$ cat config.mk
export PLATFORM = sky130hd
export DESIGN_NAME = monitor_symbol_encoder
export DESIGN_NICKNAME = d
export VERILOG_FILES = /design/src/rtl/mon_enc_pkg.sv /design/src/rtl/mon_enc_fifo.sv /design/src/rtl/monitor_symbol_encoder.sv
export SDC_FILE = /design/constraint.sdc
export NUM_CORES = 1
export LEC_CHECK = 0
export CAP_MARGIN = 20
export CORE_MARGIN = 2
export CORE_UTILIZATION = 60
export DETAILED_ROUTE_END_ITERATION = 8
export GPL_TIMING_DRIVEN = 1
export PLACE_DENSITY = 0.81
export SYNTH_ARGS = -nofsm -noshare
export SYNTH_HDL_FRONTEND = slang
export SYNTH_HIERARCHICAL = 1
export SYNTH_SLANG_ARGS = --single-unit
export TNS_END_PERCENT = 50
$ cat constraint.sdc
create_clock -name clk -period 7.9 [get_ports clk]
set_clock_uncertainty 0.15 [all_clocks]
set_input_delay 1.58 -clock clk [delete_from_list [all_inputs] [get_ports clk]]
set_output_delay 1.58 -clock clk [all_outputs]
set_load 0.02 [all_outputs]
$ cat src/rtl/mon_enc_pkg.sv
// mon_enc_pkg: shared types for the monitor symbol encoder (state enum, symbol type).
`default_nettype none

package mon_enc_pkg;

  localparam int SYM_W = 8;

  typedef logic [SYM_W-1:0] mon_sym_t;

  typedef enum logic [1:0] {
    IDLE   = 2'd0,
    MRST   = 2'd1,
    STREAM = 2'd2
  } mon_enc_state_e;

endpackage

`default_nettype wire

$ cat src/rtl/mon_enc_fifo.sv
// mon_enc_fifo: synchronous FIFO with flush; pointers carry an extra wrap bit for full/empty.
`default_nettype none

module mon_enc_fifo #(
  parameter int DEPTH = 8,
  parameter int WIDTH = 8,
  localparam int AW = $clog2(DEPTH)
) (
  input  logic             clk,
  input  logic             reset,
  input  logic             flush_i,
  input  logic             push_i,
  input  logic [WIDTH-1:0] wdata_i,
  input  logic             pop_i,
  output logic [WIDTH-1:0] rdata_o,
  output logic             full_o,
  output logic             empty_o,
  output logic [AW:0]      level_o
);

  localparam int PW = AW + 1;

  logic [WIDTH-1:0] mem_q [DEPTH];
  logic [AW:0]      wr_ptr_q;
  logic [AW:0]      rd_ptr_q;
  logic             do_push;
  logic             do_pop;

  assign do_push = push_i & ~full_o;
  assign do_pop  = pop_i & ~empty_o;

  always_ff @(posedge clk) begin
    if (reset || flush_i) begin
      wr_ptr_q <= '0;
      rd_ptr_q <= '0;
    end else begin
      if (do_push) wr_ptr_q <= wr_ptr_q + PW'(1);
      if (do_pop)  rd_ptr_q <= rd_ptr_q + PW'(1);
    end
  end

  // Storage is not reset; the pointers alone define which entries are live.
  always_ff @(posedge clk) begin
    if (do_push && !flush_i) mem_q[wr_ptr_q[AW-1:0]] <= wdata_i;
  end

  assign rdata_o = mem_q[rd_ptr_q[AW-1:0]];
  assign empty_o = (wr_ptr_q == rd_ptr_q);
  assign full_o  = (wr_ptr_q[AW] != rd_ptr_q[AW]) &&
                   (wr_ptr_q[AW-1:0] == rd_ptr_q[AW-1:0]);
  assign level_o = wr_ptr_q - rd_ptr_q;

endmodule

`default_nettype wire

$ cat src/rtl/monitor_symbol_encoder.sv
// monitor_symbol_encoder: packs trace propositions into symbols and sequences the LTL monitor.
// Optional MON_ENC_DEDUP_EN drops repeated symbols and counts them on dedup_count.
`default_nettype none

module monitor_symbol_encoder
  import mon_enc_pkg::*;
#(
  parameter int NUM_PROPS  = 7,
  parameter int FIFO_DEPTH = 8,
  parameter int RST_CYCLES = 2
) (
  input  logic                          clk,
  input  logic                          reset,
  input  logic                          trace_start,
  input  logic                          evt_valid,
  input  logic [NUM_PROPS-1:0]          evt_props,
  output logic                          evt_ready,
  input  logic                          mon_stall,
  output logic                          mon_reset,
  output logic                          mon_run,
  output logic [SYM_W-1:0]              mon_symbols,
  output logic [$clog2(FIFO_DEPTH):0]   fifo_level
`ifdef MON_ENC_DEDUP_EN
  ,
  output logic [15:0]                   dedup_count
`endif
);

  localparam int CNT_W = $clog2(RST_CYCLES) + 1;
  localparam logic [CNT_W-1:0] CNT_LOAD = CNT_W'(RST_CYCLES - 1);

  mon_enc_state_e   state_q, state_d;
  logic [CNT_W-1:0] cnt_q, cnt_d;
  logic             run_q;
  mon_sym_t         sym_q;

  mon_sym_t evt_sym;
  logic     fifo_full;
  logic     fifo_empty;
  mon_sym_t fifo_rdata;
  logic     accept;
  logic     push;
  logic     pop;
  logic     flush;

  assign evt_sym = mon_sym_t'(evt_props);

  always_comb begin
    state_d = state_q;
    cnt_d   = cnt_q;
    case (state_q)
      IDLE: begin
        if (trace_start) begin
          state_d = MRST;
          cnt_d   = CNT_LOAD;
        end
      end
      MRST: begin
        if (trace_start) begin
          cnt_d = CNT_LOAD;
        end else if (cnt_q == '0) begin
          state_d = STREAM;
        end else begin
          cnt_d = cnt_q - CNT_W'(1);
        end
      end
      STREAM: begin
        if (trace_start) begin
          state_d = MRST;
          cnt_d   = CNT_LOAD;
        end
      end
      default: state_d = IDLE;
    endcase
  end

  always_ff @(posedge clk) begin
    if (reset) begin
      state_q <= IDLE;
      cnt_q   <= '0;
    end else begin
      state_q <= state_d;
      cnt_q   <= cnt_d;
    end
  end

  // A trace_start in STREAM discards the queue in the same cycle, so nothing is popped.
  assign evt_ready = (state_q == STREAM) && !fifo_full && !trace_start;
  assign accept    = evt_valid && evt_ready;
  assign pop       = (state_q == STREAM) && !fifo_empty && !mon_stall && !trace_start;
  assign flush     = trace_start || (state_q == MRST);
  assign mon_reset = (state_q == MRST);

`ifdef MON_ENC_DEDUP_EN
  logic       last_vld_q;
  mon_sym_t   last_sym_q;
  logic [15:0] dedup_q;
  logic       is_dup;

  assign is_dup = last_vld_q && (evt_sym == last_sym_q);
  assign push   = accept && !is_dup;

  always_ff @(posedge clk) begin
    if (reset || flush) begin
      last_vld_q <= 1'b0;
      last_sym_q <= '0;
    end else if (push) begin
      last_vld_q <= 1'b1;
      last_sym_q <= evt_sym;
    end
  end

  always_ff @(posedge clk) begin
    if (reset || trace_start) begin
      dedup_q <= '0;
    end else if (accept && is_dup && (dedup_q != 16'hFFFF)) begin
      dedup_q <= dedup_q + 16'd1;
    end
  end

  assign dedup_count = dedup_q;
`else
  assign push = accept;
`endif

  mon_enc_fifo #(
    .DEPTH (FIFO_DEPTH),
    .WIDTH (SYM_W)
  ) u_fifo (
    .clk     (clk),
    .reset   (reset),
    .flush_i (flush),
    .push_i  (push),
    .wdata_i (evt_sym),
    .pop_i   (pop),
    .rdata_o (fifo_rdata),
    .full_o  (fifo_full),
    .empty_o (fifo_empty),
    .level_o (fifo_level)
  );

  always_ff @(posedge clk) begin
    if (reset) begin
      run_q <= 1'b0;
      sym_q <= '0;
    end else begin
      run_q <= pop;
      if (pop) sym_q <= fifo_rdata;
    end
  end

  assign mon_run     = run_q;
  assign mon_symbols = sym_q;

endmodule

`default_nettype wire

==> impl_metrics.yaml <==
setup_path:
  cp_data_required_time_ps: 6170
  r2r_end: "u_fifo/mem_q[2][0]"
  path_max_fanout: 6
  worstSetupStartpoint: "trace_start"
  end_kind: "primary output"
  worstRegToRegCells: 9
  rr_startpoint: "u_fifo/wr_ptr_q[0]"
  ff2ff_setup_slack_ps: 4570
  startpoint_type: "input pin"
  arrival_ps: 3250
  crit_path_end: "evt_ready"
  path_class: "input pin to primary output"
pwr:
  worst_ir_drop_vdd_uv: 184
  finalPower_mw: 0.826
  comb_power_share_pct: 2.5
  p_sw_share_pct: 21.0
  p_clk_share_pct: 37.5
  p_leak_nw: 1.41
  pwr-share-seq_pct: 60.0
  internal-power_mw: 0.653
  powerDensity_mw_per_mm2: 196
  switchingPower_mw: 0.173
finish:
  layout-drive-gt1-share_pct: 12.1
  fin_util_pct: 71.1
  num_antenna_cells: 0
  fin_cells: 348
  layout.nets: 287
  syn2layout_area_growth_pct: 14.3
  final_cell_area_mm2: 0.00421
global_route:
  use_met1_pct: 27.6
  grt_pass1_wl_mm: 10.1
  use_met2_pct: 35.0
  grt_overflow: 0
  grt_pass1_vias: 1976
  grtUsageTotal_pct: 21.3
  grtUsageMet3_pct: 4.78
  grt.busiest_layer: "met2"
  antenna_found_initial: 0
  grt_max_degree: 18
synth:
  synth_common_cells: "64 x edfxtp_1, 24 x dfxtp_1, 20 x nand2_1"
  ys_seq_elements: 88
  synth_top_area_share_pct: 52.2
  synth-edff-count: 64
  synth_most_common_cell: "edfxtp_1"
  syn_area_mm2: 0.00368
  synth-async-reset-ratio_pct: 0
  synth.yosys.seq_area_share_pct: 65.2
  synthCells: 231
  yosysWarningCount: 6
  synth-main-ff-cell: "edfxtp_1"
  syn_avg_cell_area_um2: 16.0
  yosysTopAreaCell: "edfxtp_1"
  ys_top_cells_by_area: "edfxtp_1 52%, dfxtp_1 13%, mux4_1 11%"
  ys_types: 44
drt:
  routedWlPerCell_um: 18.0
  vias: 1956
  vias_per_cell: 5.62
  firstDrtPassIters: 4
  drt_iter0_markers: 107
  wl_mm: 6.26
  ant_nets: 0
  drc_errors: 0
placed_design:
  portBuffers: 26
  place_worst_setup_slack_ps: 2920
  dp_cells: 331
  place.gp.congestion: 0.771
  hpwl_mm: 4.35
  post_dp_cell_area_mm2: 0.00400
sta:
  clock.fmax_mhz: 201
  finalCritPeriodShare_pct: 63.1
  setup_violations: 0
  fin_crit_ps: 4980
  finalHoldViolations: 0
  slew_viol_final: 0
  rsz0062_at_grt: "false"
  slew_headroom_pct: 33.6
  fin_hold_ws_ps: 311
  worst_slack_ps: 2920
  tightest_slew_ps: 991
  setup_tns_ps: 0
die:
  die_x_um: 82.4
  boundaryPins: 27
  initial_core_util_pct: 62.2
  core_area_mm2: 0.00592
  fp.dieH_um: 82.4
  rows: 28
  die_area_mm2: 0.00678
clock_network:
  root_buffer: "clkbuf_8"
  cts_made_buffers: 9
  htree_levels: 3
  clkTransAtPathRegs_ps: 80
  clk_path_buf_depth: 2
  clock_sinks: 88
  cts_tree: "built"
  post_cts_buffers: 0
  cts_resized: 0
  hold_buffers: 0
  clock_latency_ps: 350
job:
  drv_cap: 0
min_path:
  min_path_cells: 2
  hp-class: "flip-flop to flip-flop"
run_status:
  status: "finished clean"
## logic make-up (layout without fill, tap and decap cells)
group / count (synthesis) / after routing / share of synthesized area (%)
other: 1 / 8 / 0.102
adders and majority gates: 7 / 7 / 2.58
xor gates and xnor gates: 10 / 10 / 2.58
and+or+nand+nor: 57 / 57 / 7.44
AOI/OAI and AO/OA: 15 / 15 / 2.82
muxes: 34 / 34 / 16.5
DFF: 88 / 88 / 65.2
buffers and inverters: 19 / 54 / 2.82
## cell type report
cell class	count	area (um^2)
clock buffers	9	124
flip-flops and latches	88	2400
clock inverters	7	78.8
repair buffers	27	265
well taps	75	93.8
multi-input cells	131	1200
fillers	366	1710
inverters	11	41.3
## placed cells by master (no fill, tap or decap), drive strengths merged, types with 3 or more instances in the layout
master	n
inv	13
nor3	4
mux2i	10
edfxtp	64
mux4	16
nand2	20
clkbuf	9
xnor2	7
ha	6
mux2	8
conb	8
xor2	3
clkdlybuf4s50	26
dfxtp	24
nor2	19
a21oi	5
clkinvlp	3
## worst max-delay path, cell delays in order
cell and delay [ps]:
clkdlybuf4s50_1 490, or3b_1 440, nor2_1 130, clkdlybuf4s50_1 610
## sequential cells by signal, summed over array words and instances (netlist names), named ones only
name	flops
cnt_q	2
u_fifo/mem_q	64
u_fifo/rd_ptr_q	4
state_q	2
mon_symbols	8
u_fifo/wr_ptr_q	4
mon_run	1
## per-layer routing
layer / routed length [um] / share of wire [%]
met4: 115 / 1.8
met1: 2780 / 44
met5: 0 / 0
met3: 250 / 4.0
met2: 3110 / 50
## power by group through the flow
stage	sequential, mW	clock, mW	combinational [mW]
floorplan	0.507	0	0.00828
global placement	0.507	0	0.0200
detailed placement	0.507	0	0.0207
CTS	0.496	0.316	0.0207
global route	0.496	0.335	0.0233
finish	0.496	0.309	0.0206
## how the worst min path moves through the flow
stage                         from              to
floorplan                 cnt_q[0]        cnt_q[0]
global placement    mon_symbols[4]  mon_symbols[4]
detailed placement  mon_symbols[4]  mon_symbols[4]
CTS                 mon_symbols[4]  mon_symbols[4]
global route        mon_symbols[1]  mon_symbols[1]
finish              mon_symbols[4]  mon_symbols[4]
Note: power is estimated with default switching activity, not from simulation.
